[config.mk]
export PLATFORM = sky130hd
export DESIGN_NAME = tinycomp_io_ctrl
export DESIGN_NICKNAME = d
export VERILOG_FILES = /design/src/rtl/tinycomp_io_ctrl.sv
export SDC_FILE = /design/constraint.sdc
export NUM_CORES = 1
export LEC_CHECK = 0
export ABC_AREA = 1
export BUFFER_PORTS_ARGS = -buffer_cell sky130_fd_sc_hd__clkbuf_2
export CAP_MARGIN = 5
export CORE_MARGIN = 1
export CORE_UTILIZATION = 30
export DETAILED_ROUTE_END_ITERATION = 12
export GPL_ROUTABILITY_DRIVEN = 0
export GPL_TIMING_DRIVEN = 1
export PLACE_DENSITY_LB_ADDON = 0.15
export SYNTH_ARGS = -nofsm -noshare
export SYNTH_HDL_FRONTEND = slang
export SYNTH_SLANG_ARGS = --single-unit
export TNS_END_PERCENT = 1
[constraint.sdc]
create_clock -name clk -period 2.7 [get_ports clk]
set_clock_uncertainty 0.2 [all_clocks]
set_input_delay 0.27 -clock clk [delete_from_list [all_inputs] [get_ports clk]]
set_output_delay 0.27 -clock clk [all_outputs]
set_load 0.02 [all_outputs]
[src/rtl/tinycomp_io_ctrl.sv]
// I/O bus controller for the TinyComp CPU: internal LED / cycle / status registers
// plus a req/ack handshake with timeout for the external device window 0x00-0xFF.
module tinycomp_io_ctrl #(
   parameter int unsigned TIMEOUT  = 64,
   parameter logic [31:0] ERR_DATA = 32'hFFFF_FFFF
) (
   input  logic        clk,
   input  logic        Reset,
   input  logic [31:0] IOaddr,
   input  logic [31:0] OutData,
   input  logic        InStrobe,
   input  logic        OutStrobe,
   output logic [31:0] InData,
   output logic        InRdy,
   output logic [7:0]  leds,
   output logic        dev_req,
   output logic        dev_we,
   output logic [7:0]  dev_addr,
   output logic [31:0] dev_wdata,
   input  logic [31:0] dev_rdata,
   input  logic        dev_ack
);

   localparam logic [31:0] ADDR_LED    = 32'h0000_03FF;
   localparam logic [31:0] ADDR_CYCLE  = 32'h0000_03FE;
   localparam logic [31:0] ADDR_STATUS = 32'h0000_03FD;
   localparam logic [15:0] WAIT_LAST   = 16'(TIMEOUT - 1);

   typedef enum logic {IDLE, DEV} state_t;

   state_t      state_q, state_d;
   logic [31:0] in_data_q, in_data_d;
   logic [7:0]  leds_q, leds_d;
   logic        dev_we_q, dev_we_d;
   logic [7:0]  dev_addr_q, dev_addr_d;
   logic [31:0] dev_wdata_q, dev_wdata_d;
   logic [31:0] cycle_q, cycle_d;
   logic [15:0] wait_q, wait_d;
   logic        timeout_q, timeout_d;
   logic        collision_q, collision_d;
   logic [1:0]  w1c;
   logic        set_timeout, set_collision;
   logic        is_ext;

   assign is_ext = (IOaddr[31:8] == 24'd0);

   always_comb begin
      // NOTE: every signal written here gets a default first, so no path can infer a latch.
      state_d       = state_q;
      in_data_d     = in_data_q;
      leds_d        = leds_q;
      dev_we_d      = dev_we_q;
      dev_addr_d    = dev_addr_q;
      dev_wdata_d   = dev_wdata_q;
      cycle_d       = cycle_q + 32'd1;
      wait_d        = wait_q;
      w1c           = 2'b00;
      set_timeout   = 1'b0;
      set_collision = 1'b0;

      unique case (state_q)
         IDLE: begin
            // Simultaneous strobes: the write proceeds, the read is dropped.
            set_collision = InStrobe & OutStrobe;
            if (InStrobe | OutStrobe) begin
               if (is_ext) begin
                  dev_we_d    = OutStrobe;
                  dev_addr_d  = IOaddr[7:0];
                  dev_wdata_d = OutData;
                  wait_d      = 16'd0;
                  state_d     = DEV;
               end else if (OutStrobe) begin
                  unique case (IOaddr)
                     ADDR_LED:    leds_d  = OutData[7:0];
                     ADDR_CYCLE:  cycle_d = 32'd0;
                     ADDR_STATUS: w1c     = OutData[1:0];
                     default:     ;
                  endcase
               end else begin
                  unique case (IOaddr)
                     ADDR_LED:    in_data_d = {24'd0, leds_q};
                     ADDR_CYCLE:  in_data_d = cycle_q;
                     ADDR_STATUS: in_data_d = {30'd0, collision_q, timeout_q};
                     default:     in_data_d = 32'd0;
                  endcase
               end
            end
         end

         DEV: begin
            set_collision = InStrobe | OutStrobe;
            if (dev_ack) begin
               if (!dev_we_q) in_data_d = dev_rdata;
               state_d = IDLE;
            end else if (wait_q == WAIT_LAST) begin
               if (!dev_we_q) in_data_d = ERR_DATA;
               set_timeout = 1'b1;
               state_d     = IDLE;
            end else begin
               wait_d = wait_q + 16'd1;
            end
         end

         default: state_d = IDLE;
      endcase

      // A flag being set in the same cycle as its clear stays set.
      timeout_d   = (timeout_q & ~w1c[0]) | set_timeout;
      collision_d = (collision_q & ~w1c[1]) | set_collision;
   end

   always_ff @(posedge clk) begin
      // NOTE: state registers use non-blocking assignments so every flop samples pre-edge values.
      if (Reset) begin
         state_q     <= IDLE;
         in_data_q   <= 32'd0;
         leds_q      <= 8'd0;
         dev_we_q    <= 1'b0;
         dev_addr_q  <= 8'd0;
         dev_wdata_q <= 32'd0;
         cycle_q     <= 32'd0;
         wait_q      <= 16'd0;
         timeout_q   <= 1'b0;
         collision_q <= 1'b0;
      end else begin
         state_q     <= state_d;
         in_data_q   <= in_data_d;
         leds_q      <= leds_d;
         dev_we_q    <= dev_we_d;
         dev_addr_q  <= dev_addr_d;
         dev_wdata_q <= dev_wdata_d;
         cycle_q     <= cycle_d;
         wait_q      <= wait_d;
         timeout_q   <= timeout_d;
         collision_q <= collision_d;
      end
   end

   assign InData    = in_data_q;
   assign InRdy     = (state_q == IDLE);
   assign dev_req   = (state_q == DEV);
   assign leds      = leds_q;
   assign dev_we    = dev_we_q;
   assign dev_addr  = dev_addr_q;
   assign dev_wdata = dev_wdata_q;

endmodule

==> qor.yml, run 1 <==
path_class: "in2reg"
grt_pass1_wl_um: 33700
switching_share_pct: 24.7
cp_max_fo: 20
core_area_um2: 21200
syn_avg_cell_area_um2: 6.75
firstDrtPassIters: 5
fin_cells: 1469
drc_errors: 0
p_comb_share_pct: 6.3
wl_per_cell_um: 14.3
syn_nets: 1074
p_leak_nw: 3.67
status: "completed"
initial_core_util_pct: 30.9
die_area_um2: 22400
cts_sinks: 132
drt_iter0_markers: 364
h-tree-depth: 4
final_cell_mix: "nand2_1 (196), nor2_1 (195), clkbuf_2 (183)"
cp-start-kind: "input port"
place_inst: 1396
yosysWarnings: 0
pwr-share-clk_pct: 49.5
synth.top_cell.area_share_pct: 40.3
final_common_cell: "nand2_1"
fmaxAchievable_mhz: 415
hp-class: "in2reg"
num_io_pins: 184
die_x_um: 150
clk_latency_ns: 0.42
synth_top_cell_by_area: "dfxtp_1"
grt_util_met1_pct: 25.3
finalHoldViolCount: 0
area_delta_synth_final_pct: 32.1
setup_tns_ns: 0
use_met3_pct: 5.27
seqPwrFrac_pct: 44.2
ys_ff_latch: 132
root_buffer: "clkbuf_16"
p_per_area_nw_per_um2: 515
critPathCaptureType: "flip-flop"
wl_um: 21000
cts_tree: "done"
port_buffers: 183
clockBufferDepth: 2
grtUsageMet2_pct: 30.6
finalCritPeriodShare_pct: 89.3
antenna_found_initial: 0
rows: 53
via_count: 6908
fin_nets: 1284
numCtsBuffers: 17
worst_hold_slack_ns: 0.0311
synthesis.area_um2: 6550
relSlewSlack_pct: 53.3
grt_use_total_pct: 19.1
routed_via_density: 4.70
grt_setup_unrepaired: "no"
final_layout_size_suffix_gt1_share_pct: 22.0
ys_seq_area_share_pct: 40.3
dp_hpwl_um: 15100
cts_setup_buffers: 0
syn_inst: 971
diodes: 0
busiest_layer: "met2"
peakVddDrop_mv: 0.373
worst_pin_slew_ns: 0.699
required_ns: 2.85
drv_slew: 0
overflow: 0
power_switching_w: 0.00110
grt_max_degree: 51
die_y_um: 150
cap_violations: 0
layout_min_cycle_time_ns: 2.41
p_int_w: 0.00336
report.final.setup_viol: 0
synth.area.top_cells: "dfxtp_1 (40%), nand2_1 (11%), nor2_1 (11%)"
antenna_left: 0
ys_types: 34
cp.arrival_ns: 2.56
clk_pin_slew_ns: 0.06
grt_pass1_vias: 6586
-- cells by family after synthesis --
kind of cell / count (synthesis) / synth area share, %
AO/OA/AOI/OAI: 160 / 12.3
XOR/XNOR: 30 / 4.01
adder cells (fa/ha/maj): 2 / 0.382
buffers and inverters: 112 / 7.49
flip-flops: 132 / 40.3
AND/OR/NAND/NOR: 535 / 35.5
-- synthesized netlist by cell type --
cell,number
nor2_4,4
dfxtp_1,132
nand3_2,4
or2_0,1
or2_1,3
or2_2,2
clkinv_1,1
nor3_1,18
a21oi_1,67
xor2_1,23
o21ai_0,84
nor3_4,2
nor2_2,7
buf_2,12
nand2_4,2
buf_6,5
nand4_1,15
clkbuf_2,2
clkbuf_1,23
o21ai_1,8
nor2_1,195
inv_2,6
nor4_1,2
a21oi_2,1
nand2_2,4
buf_4,4
nand3b_1,2
nand3_1,76
nand2_1,196
xnor2_1,7
inv_1,58
ha_1,2
nor3_2,2
buf_1,1
-- final timing paths --
check / from / endpoint / slack (ns) / cells after the start
max: IOaddr[4] / InData[19] / 0.29 / 10
min: dev_rdata[5] / InData[5] / 0.03 / 5
max reg2reg: cycle_q[0] / cycle_q[28] / 0.46 / 9
min reg2reg: InData[29] / InData[29] / 0.26 / 2
-- through the flow --
| step | util [%] | setup WS, ns | area (um^2) | total power [W] |
|---|---|---|---|---|
| after floorplan | - | 0.850 | 6550 | 0.00212 |
| after global placement | 36.2 | 0.358 | 7680 | 0.00225 |
| after detailed placement | 36.2 | 0.345 | 7680 | 0.00225 |
| after CTS | 40.8 | 0.323 | 8650 | 0.00451 |
| after global routing | 40.8 | 0.0551 | 8650 | 0.00463 |
| final | 40.8 | 0.288 | 8650 | 0.00446 |
-- worst max-delay path, cell delays in order --
cell	delay [ns]
dlygate4sd3_1	0.52
clkbuf_2	0.12
nand2_1	0.06
nor2_2	0.20
nand2_1	0.11
nor2_1	0.15
nand2_1	0.43
o21ai_0	0.44
nand3_1	0.11
a21oi_1	0.13
-- flip-flops by register name (all words and copies together), names as in the netlist --
signal / count
dev_wdata: 32
wait_q: 16
cycle_q: 32
dev_addr: 8
leds: 8
collision_q: 1
InData: 32
dev_req: 1
timeout_q: 1
dev_we: 1
-- cell type report --
cell class,instances,area (um^2)
fill,2323,12600
inverter,65,244
timing repair buffer,238,1440
clock buffer,17,425
clock inverter,15,134
tap,275,344
sequential,132,2640
multi-input combinational,727,3420
-- routing by layer --
metal	vias to the layer above	share of wire (%)
met5	-	0
met4	0	1.4
met3	21	7.4
met2	231	44
met1	3094	47
li1	3562	-
-- repair_timing --
action,CTS,global route
hold endpoints to repair,48,0
hold buffers,41,0
gates resized for setup,0,0
-- power groups by stage --
stage               Combinational [W]  Sequential (W)  Clock (W)
global placement             0.000233         0.00201          0
finish                       0.000280         0.00197    0.00221
floorplan                    0.000104         0.00202          0
global route                 0.000309         0.00197    0.00235
detailed placement           0.000232         0.00201          0
CTS                          0.000281         0.00197    0.00226
Power figures use the tool's default switching activity.
==> run 2, diff against run 1 <==
ABC_AREA = unset   (was 1)
CORE_UTILIZATION = 55   (was 30)
==> run 2 against run 1 <==
  * Cell count shrank 27%
  * Utilization increased by 39 points
  * Combinational power grew 35%
  * Highest routed layer unchanged
==> qor.yml, run 2 <==
syn_nets: 787  # -27%
root_buffer: "clkbuf_8"
layout_min_cycle_time_ns: 2.55  # +0.137 ns
via_count: 6031  # -13%
core_area_um2: 10400  # -51%
finalCritPeriodShare_pct: 94.4  # +5.1 points
final_design_area_no_fill_um2: 8310  # -4.0%
wl_um: 17200  # -18%
ys_seq_area_share_pct: 44.2  # +3.9 points
peakVddDrop_mv: 0.354  # -5.2%
required_ns: 2.90  # +0.05 ns
die_y_um: 106  # -29%
cap_violations: 0  # unchanged
antenna_left: 0  # unchanged
finalHoldViolCount: 0  # unchanged
grt_pass1_vias: 5972  # -9.3%
report.final.setup_viol: 0  # unchanged
routed.top_layer: "met4"
firstDrtPassIters: 7  # +2
power_switching_w: 0.00112  # +1.6%
cts_sinks: 132  # unchanged
switching_share_pct: 23.5  # -1.2 points
synthesis.area_um2: 5980  # -8.7%
hp-class: "in2reg"
cp.arrival_ns: 2.75  # +0.19 ns
p_leak_nw: 3.43  # -6.6%
synth_edf_count: 0  # unchanged
fmaxAchievable_mhz: 392  # -5.4%
grt_pass1_wl_um: 27900  # -17%
die_x_um: 106  # -29%
drt_iter0_markers: 347  # -4.7%
syn_avg_cell_area_um2: 8.74  # +30%
ys_ff_latch: 132  # unchanged
synth_top_cell_by_area: "dfxtp_1"
antenna_found_initial: 0  # unchanged
synth.area.top_cells: "dfxtp_1 (44%), nand2_1 (8.5%), a21oi_1 (5.4%)"
yosysMostFrequentCell: "nand2_1"
cp_max_fo: 2  # -90%
num_io_pins: 184  # unchanged
cts.repair.resized: 0  # unchanged
grt_use_total_pct: 31.1  # +12 points
p_per_area_nw_per_um2: 572  # +11%
drv_slew: 0  # unchanged
wl_met2_um: 9140  # -1.1%
yosysWarnings: 0  # unchanged
dpl_cell_area_um2: 6980  # -9.2%
yosys_most_used_dff: "dfxtp_1"
pwr-share-clk_pct: 50.0  # +0.5 points
async_reset_ff_share_pct: 0  # unchanged
multi_input_area_um2: 3030  # -11%
numCtsBuffers: 17  # unchanged
die_area_um2: 11300  # -50%
cts_tree: "done"
clockBufferDepth: 2  # unchanged
grt_setup_unrepaired: "no"
routed_via_density: 5.60  # +19%
relSlewSlack_pct: 41.7  # -12 points
worst_pin_slew_ns: 0.874  # +0.176 ns
seqPwrFrac_pct: 42.0  # -2.2 points
initial_core_util_pct: 57.4  # +27 points
register_area_um2: 2640  # unchanged
port_buffers: 183  # unchanged
diodes: 0  # unchanged
dp_hpwl_um: 11100  # -26%
synth.top_cell.area_share_pct: 44.2  # +3.9 points
critPathCaptureType: "flip-flop"
h-tree-depth: 4  # unchanged
clk_latency_ns: 0.52  # +0.10 ns
syn_inst: 684  # -30%
route.met3.wl_um: 865  # -44%
setup_tns_ns: 0  # unchanged
clk_pin_slew_ns: 0.06  # about the same
p_int_w: 0.00364  # +8.3%
fin_nets: 1031  # -20%
p_comb_share_pct: 8.0  # +1.7 points
final_layout_size_suffix_gt1_share_pct: 27.6  # +5.6 points
drc_errors: 0  # unchanged
final_cell_mix: "clkbuf_2 (183), nand2_1 (135), dfxtp_1 (132)"
status: "completed"
wl_per_cell_um: 16.0  # +12%
cp-start-kind: "input port"
final_common_cell: "clkbuf_2"
area_delta_synth_final_pct: 39.0
overflow: 0  # unchanged
fillers: 684  # -71%
synth_common_cells: "nand2_1 (135), dfxtp_1 (132), a21oi_1 (65), nor2_1 (37), mux2i_1 (26)"
wirelength_met1_um: 6850  # -31%
grt_max_degree: 56  # +9.8%
rows: 37  # -30%
ys_types: 58  # +71%
path_class: "in2reg"
==> run 2: changes by cell type in the layout (fill, tap and decap cells not counted), sizes merged, moves of 26 or more <==
cell | before | now
nand3 | 80 | 25
nand2 | 202 | 135
o21ai | 92 | 5
dlygate4sd3 | 41 | 71
mux2i | 0 | 26
nor2 | 206 | 46
inv | 66 | 30
==> run 2: timing repair <==
action	4_1_cts	5_1_grt
buffers inserted	0	1
hold endpoints to repair	80	0
hold buffers	71	0
endpoints found under the setup margin	0	1
==> run 2: kinds of logic (layout without fill, tap and decap cells) <==
| logic type | count (synthesis) | after routing | share of synthesized area [%] |
|---|---|---|---|
| adders and majority gates | 2 | 2 | 0.419 |
| xor gates and xnor gates | 27 | 27 | 3.96 |
| AOI/OAI and AO/OA | 139 | 139 | 16.5 |
| and+or+nand+nor | 287 | 287 | 25.1 |
| buffers and inverters | 69 | 326 | 5.19 |
| DFF | 132 | 132 | 44.2 |
| muxes | 28 | 28 | 4.73 |
==> run 2: layout make-up <==
cell class	count	area share, %
Clock buffer	19	5.32
Sequential cell	132	31.8
Timing Repair Buffer	268	21.1
Inverter	26	1.17
Tap cell	136	2.05
Multi-Input combinational cell	483	36.5
Clock inverter	13	2.05
==> run 2: metrics by stage <==
| step | cells | utilization, % | power (W) | setup slack (ns) | hold WS [ns] |
|---|---|---|---|---|---|
| final | 1077 | 79.8 | 0.00476 | 0.152 | 0.0188 |
| after CTS | 1076 | 79.7 | 0.00477 | 0.108 | 0.00260 |
| after detailed placement | 973 | 67.0 | 0.00233 | 0.160 | 0.237 |
| after global placement | 973 | 67.0 | 0.00232 | 0.285 | 0.235 |
| after floorplan | 684 | - | 0.00219 | 0.485 | 0.210 |
| after global routing | 1077 | 79.8 | 0.00489 | 0.0701 | 0.0294 |
==> run 2: worst paths after layout <==
path	startpoint	to	slack, ns	depth (start not counted)
max	IOaddr[2]	collision_q	0.15	8
min	dev_rdata[1]	InData[1]	0.02	5
max reg2reg	dev_req	collision_q	0.16	6
min reg2reg	dev_wdata[20]	dev_wdata[20]	0.25	2
==> run 2: power by group through the flow <==
| stage | Combinational, W | Sequential, W | Clock, W |
|---|---|---|---|
| after floorplan | 0.000118 | 0.00207 | 0 |
| after global placement | 0.000278 | 0.00204 | 0 |
| after detailed placement | 0.000286 | 0.00204 | 0 |
| after CTS | 0.000369 | 0.00200 | 0.00240 |
| after global routing | 0.000400 | 0.00200 | 0.00249 |
| final | 0.000378 | 0.00200 | 0.00238 |
==> run 2: per-layer routing <==
metal	track usage [%]	up-vias
li1	-	2902
met5	0	-
met3	6.56	34
met2	58.0	202
met4	10.8	0
met1	34.7	2893
==> run 2: worst max-delay path, cell delays in order <==
cell	delay [ns]
dlygate4sd3_1	0.55
clkbuf_2	0.12
and4_1	0.22
nand4_1	0.19
or2_2	0.35
o41ai_1	0.34
a31oi_1	0.12
dlygate4sd3_1	0.59
==> run 3, diff against run 2 <==
BUFFER_PORTS_ARGS = -buffer_cell sky130_fd_sc_hd__buf_2   (was -buffer_cell sky130_fd_sc_hd__clkbuf_2)
==> run 3 against run 2 <==
  * Cell count grew 0.37%
  * Power shrank 3.1%
  * Sequential power is essentially flat
  * Via count shrank 0.13%
  * Critical endpoint unchanged
==> qor.yml, run 3 (synthesis results as in run 2) <==
r2r_slack_ns: 0.11  # -0.05 ns
worst_pin_slew_ns: 0.795  # -0.0794 ns
die_x_um: 106  # unchanged
fin_nets: 1035  # +0.39%
fmaxAchievable_mhz: 386  # -1.6%
cts_setup_buffers: 0  # unchanged
hp-start: "dev_ack"
initial_core_util_pct: 57.4  # unchanged
cts_tree: "done"
place_ws_ns: 0.175  # +0.0145 ns
layout_min_cycle_time_ns: 2.59  # +0.0427 ns
h-tree-depth: 4  # unchanged
ctsHoldBuffers: 75  # +5.6%
drc_errors: 0  # unchanged
cp.arrival_ns: 2.80  # +0.05 ns
routed_via_density: 5.57  # -0.50%
p_int_w: 0.00350  # -3.9%
clk_pin_slew_ns: 0.06  # about the same
drv_slew: 0  # unchanged
grt_use_total_pct: 31.1  # about the same
grt_pass1_wl_um: 27700  # -0.54%
hp-class: "in2reg"
area_delta_synth_final_pct: 39.0  # about the same
power_switching_w: 0.00111  # -0.53%
worst_hold_slack_ns: 0.0210  # +0.00226 ns
path_class: "reg2reg"
reg2reg_from: "dev_req"
dp_hpwl_um: 11000  # -1.3%
antenna_left: 0  # unchanged
startpoint: "dev_req"
peakVddDrop_mv: 0.405  # +14%
report.final.setup_viol: 0  # unchanged
grt_max_degree: 57  # +1.8%
die_y_um: 106  # unchanged
cp-start-kind: "flip-flop"
firstDrtPassIters: 7  # unchanged
power_w: 0.00461  # -3.1%
p_comb_share_pct: 8.2  # +0.2 points
pwr-share-clk_pct: 48.4  # -1.6 points
rows: 37  # unchanged
final_common_cell: "buf_2"
num_io_pins: 184  # unchanged
wl_um: 17300  # +0.57%
setup_slack_ns: 0.109  # -0.0427 ns
diodes: 0  # unchanged
p_per_area_nw_per_um2: 554  # -3.1%
final_cell_mix: "buf_2 (183), nand2_1 (135), dfxtp_1 (132)"
drt_iter0_markers: 449  # +29%
dpl_cell_area_um2: 6990  # +0.11%
port_buffers: 183  # unchanged
critPathCaptureType: "flip-flop"
finalHoldViolCount: 0  # unchanged
fillers: 685  # +0.15%
clockBufferDepth: 2  # unchanged
grt_setup_unrepaired: "no"
final_layout_size_suffix_gt1_share_pct: 27.4  # -0.22 points
final_design_area_no_fill_um2: 8310  # about the same
via_count: 6023  # -0.13%
status: "completed"
seqPwrFrac_pct: 43.4  # +1.4 points
core_area_um2: 10400  # unchanged
clk_latency_ns: 0.53  # about the same
required_ns: 2.91  # about the same
cap_violations: 0  # unchanged
root_buffer: "clkbuf_8"
p_leak_nw: 3.47  # +1.1%
grt_pass1_vias: 5816  # -2.6%
wl_per_cell_um: 16.0  # +0.20%
setup_tns_ns: 0  # unchanged
die_area_um2: 11300  # unchanged
cts_sinks: 132  # unchanged
rr_worst_depth: 6  # unchanged
cp_max_fo: 10  # +8
overflow: 0  # unchanged
numCtsBuffers: 17  # unchanged
finalCritPeriodShare_pct: 96.0  # +1.6 points
worstSetupEndpoint: "collision_q"
r2r_end: "collision_q"
antenna_found_initial: 0  # unchanged
relSlewSlack_pct: 47.0  # +5.3 points
cts.repair.resized: 0  # unchanged
switching_share_pct: 24.1  # +0.63 points
run 3: metal layers:
metal	vias up	GRT usage, %	routed length (um)
met5	-	0	0
met4	0	13.6	467
met3	46	6.44	892
met2	226	55.6	9040
met1	2844	35.7	6910
li1	2907	-	-
run 3: worst min path at each step:
stage	to	slack, ns	depth (start not counted)
2_1_floorplan	dev_addr[2]	0.21	2
3_3_place_gp	InData[8]	0.23	2
3_5_place_dp	InData[23]	0.24	2
4_1_cts	InData[3]	0.005	3
5_1_grt	InData[3]	0.01	3
6_report	InData[3]	0.02	3
run 3: power groups by stage:
| stage | Clock (W) | Sequential [W] | Combinational, W |
|---|---|---|---|
| floorplan | 0 | 0.00207 | 0.000118 |
| global placement | 0 | 0.00204 | 0.000280 |
| detailed placement | 0 | 0.00204 | 0.000288 |
| CTS | 0.00224 | 0.00200 | 0.000373 |
| global route | 0.00234 | 0.00200 | 0.000403 |
| finish | 0.00223 | 0.00200 | 0.000380 |
run 3: layout make-up:
| class | count | area [um^2] | share of cell area, % |
|---|---|---|---|
| Multi-Input combinational cell | 483 | 3030 | 36.5 |
| Sequential cell | 132 | 2640 | 31.8 |
| Timing Repair Buffer | 272 | 1800 | 21.6 |
| Clock buffer | 18 | 418 | 5.03 |
| Tap cell | 136 | 170 | 2.05 |
| Clock inverter | 14 | 155 | 1.87 |
| Inverter | 26 | 97.6 | 1.17 |
run 3: stage by stage:
stage / std cells / utilization, %
CTS: 1081 / 79.8
global route: 1081 / 79.8
finish: 1081 / 79.8
detailed placement: 974 / 67.1
floorplan: 684 / -
global placement: 974 / 67.1
run 3: worst max-delay path: stages (launching register included):
cell and delay (ns):
dfxtp_1 0.44, nor3_1 0.19, nand4_1 0.25, or2_2 0.37, o41ai_1 0.32, a31oi_1 0.12, dlygate4sd3_1 0.58
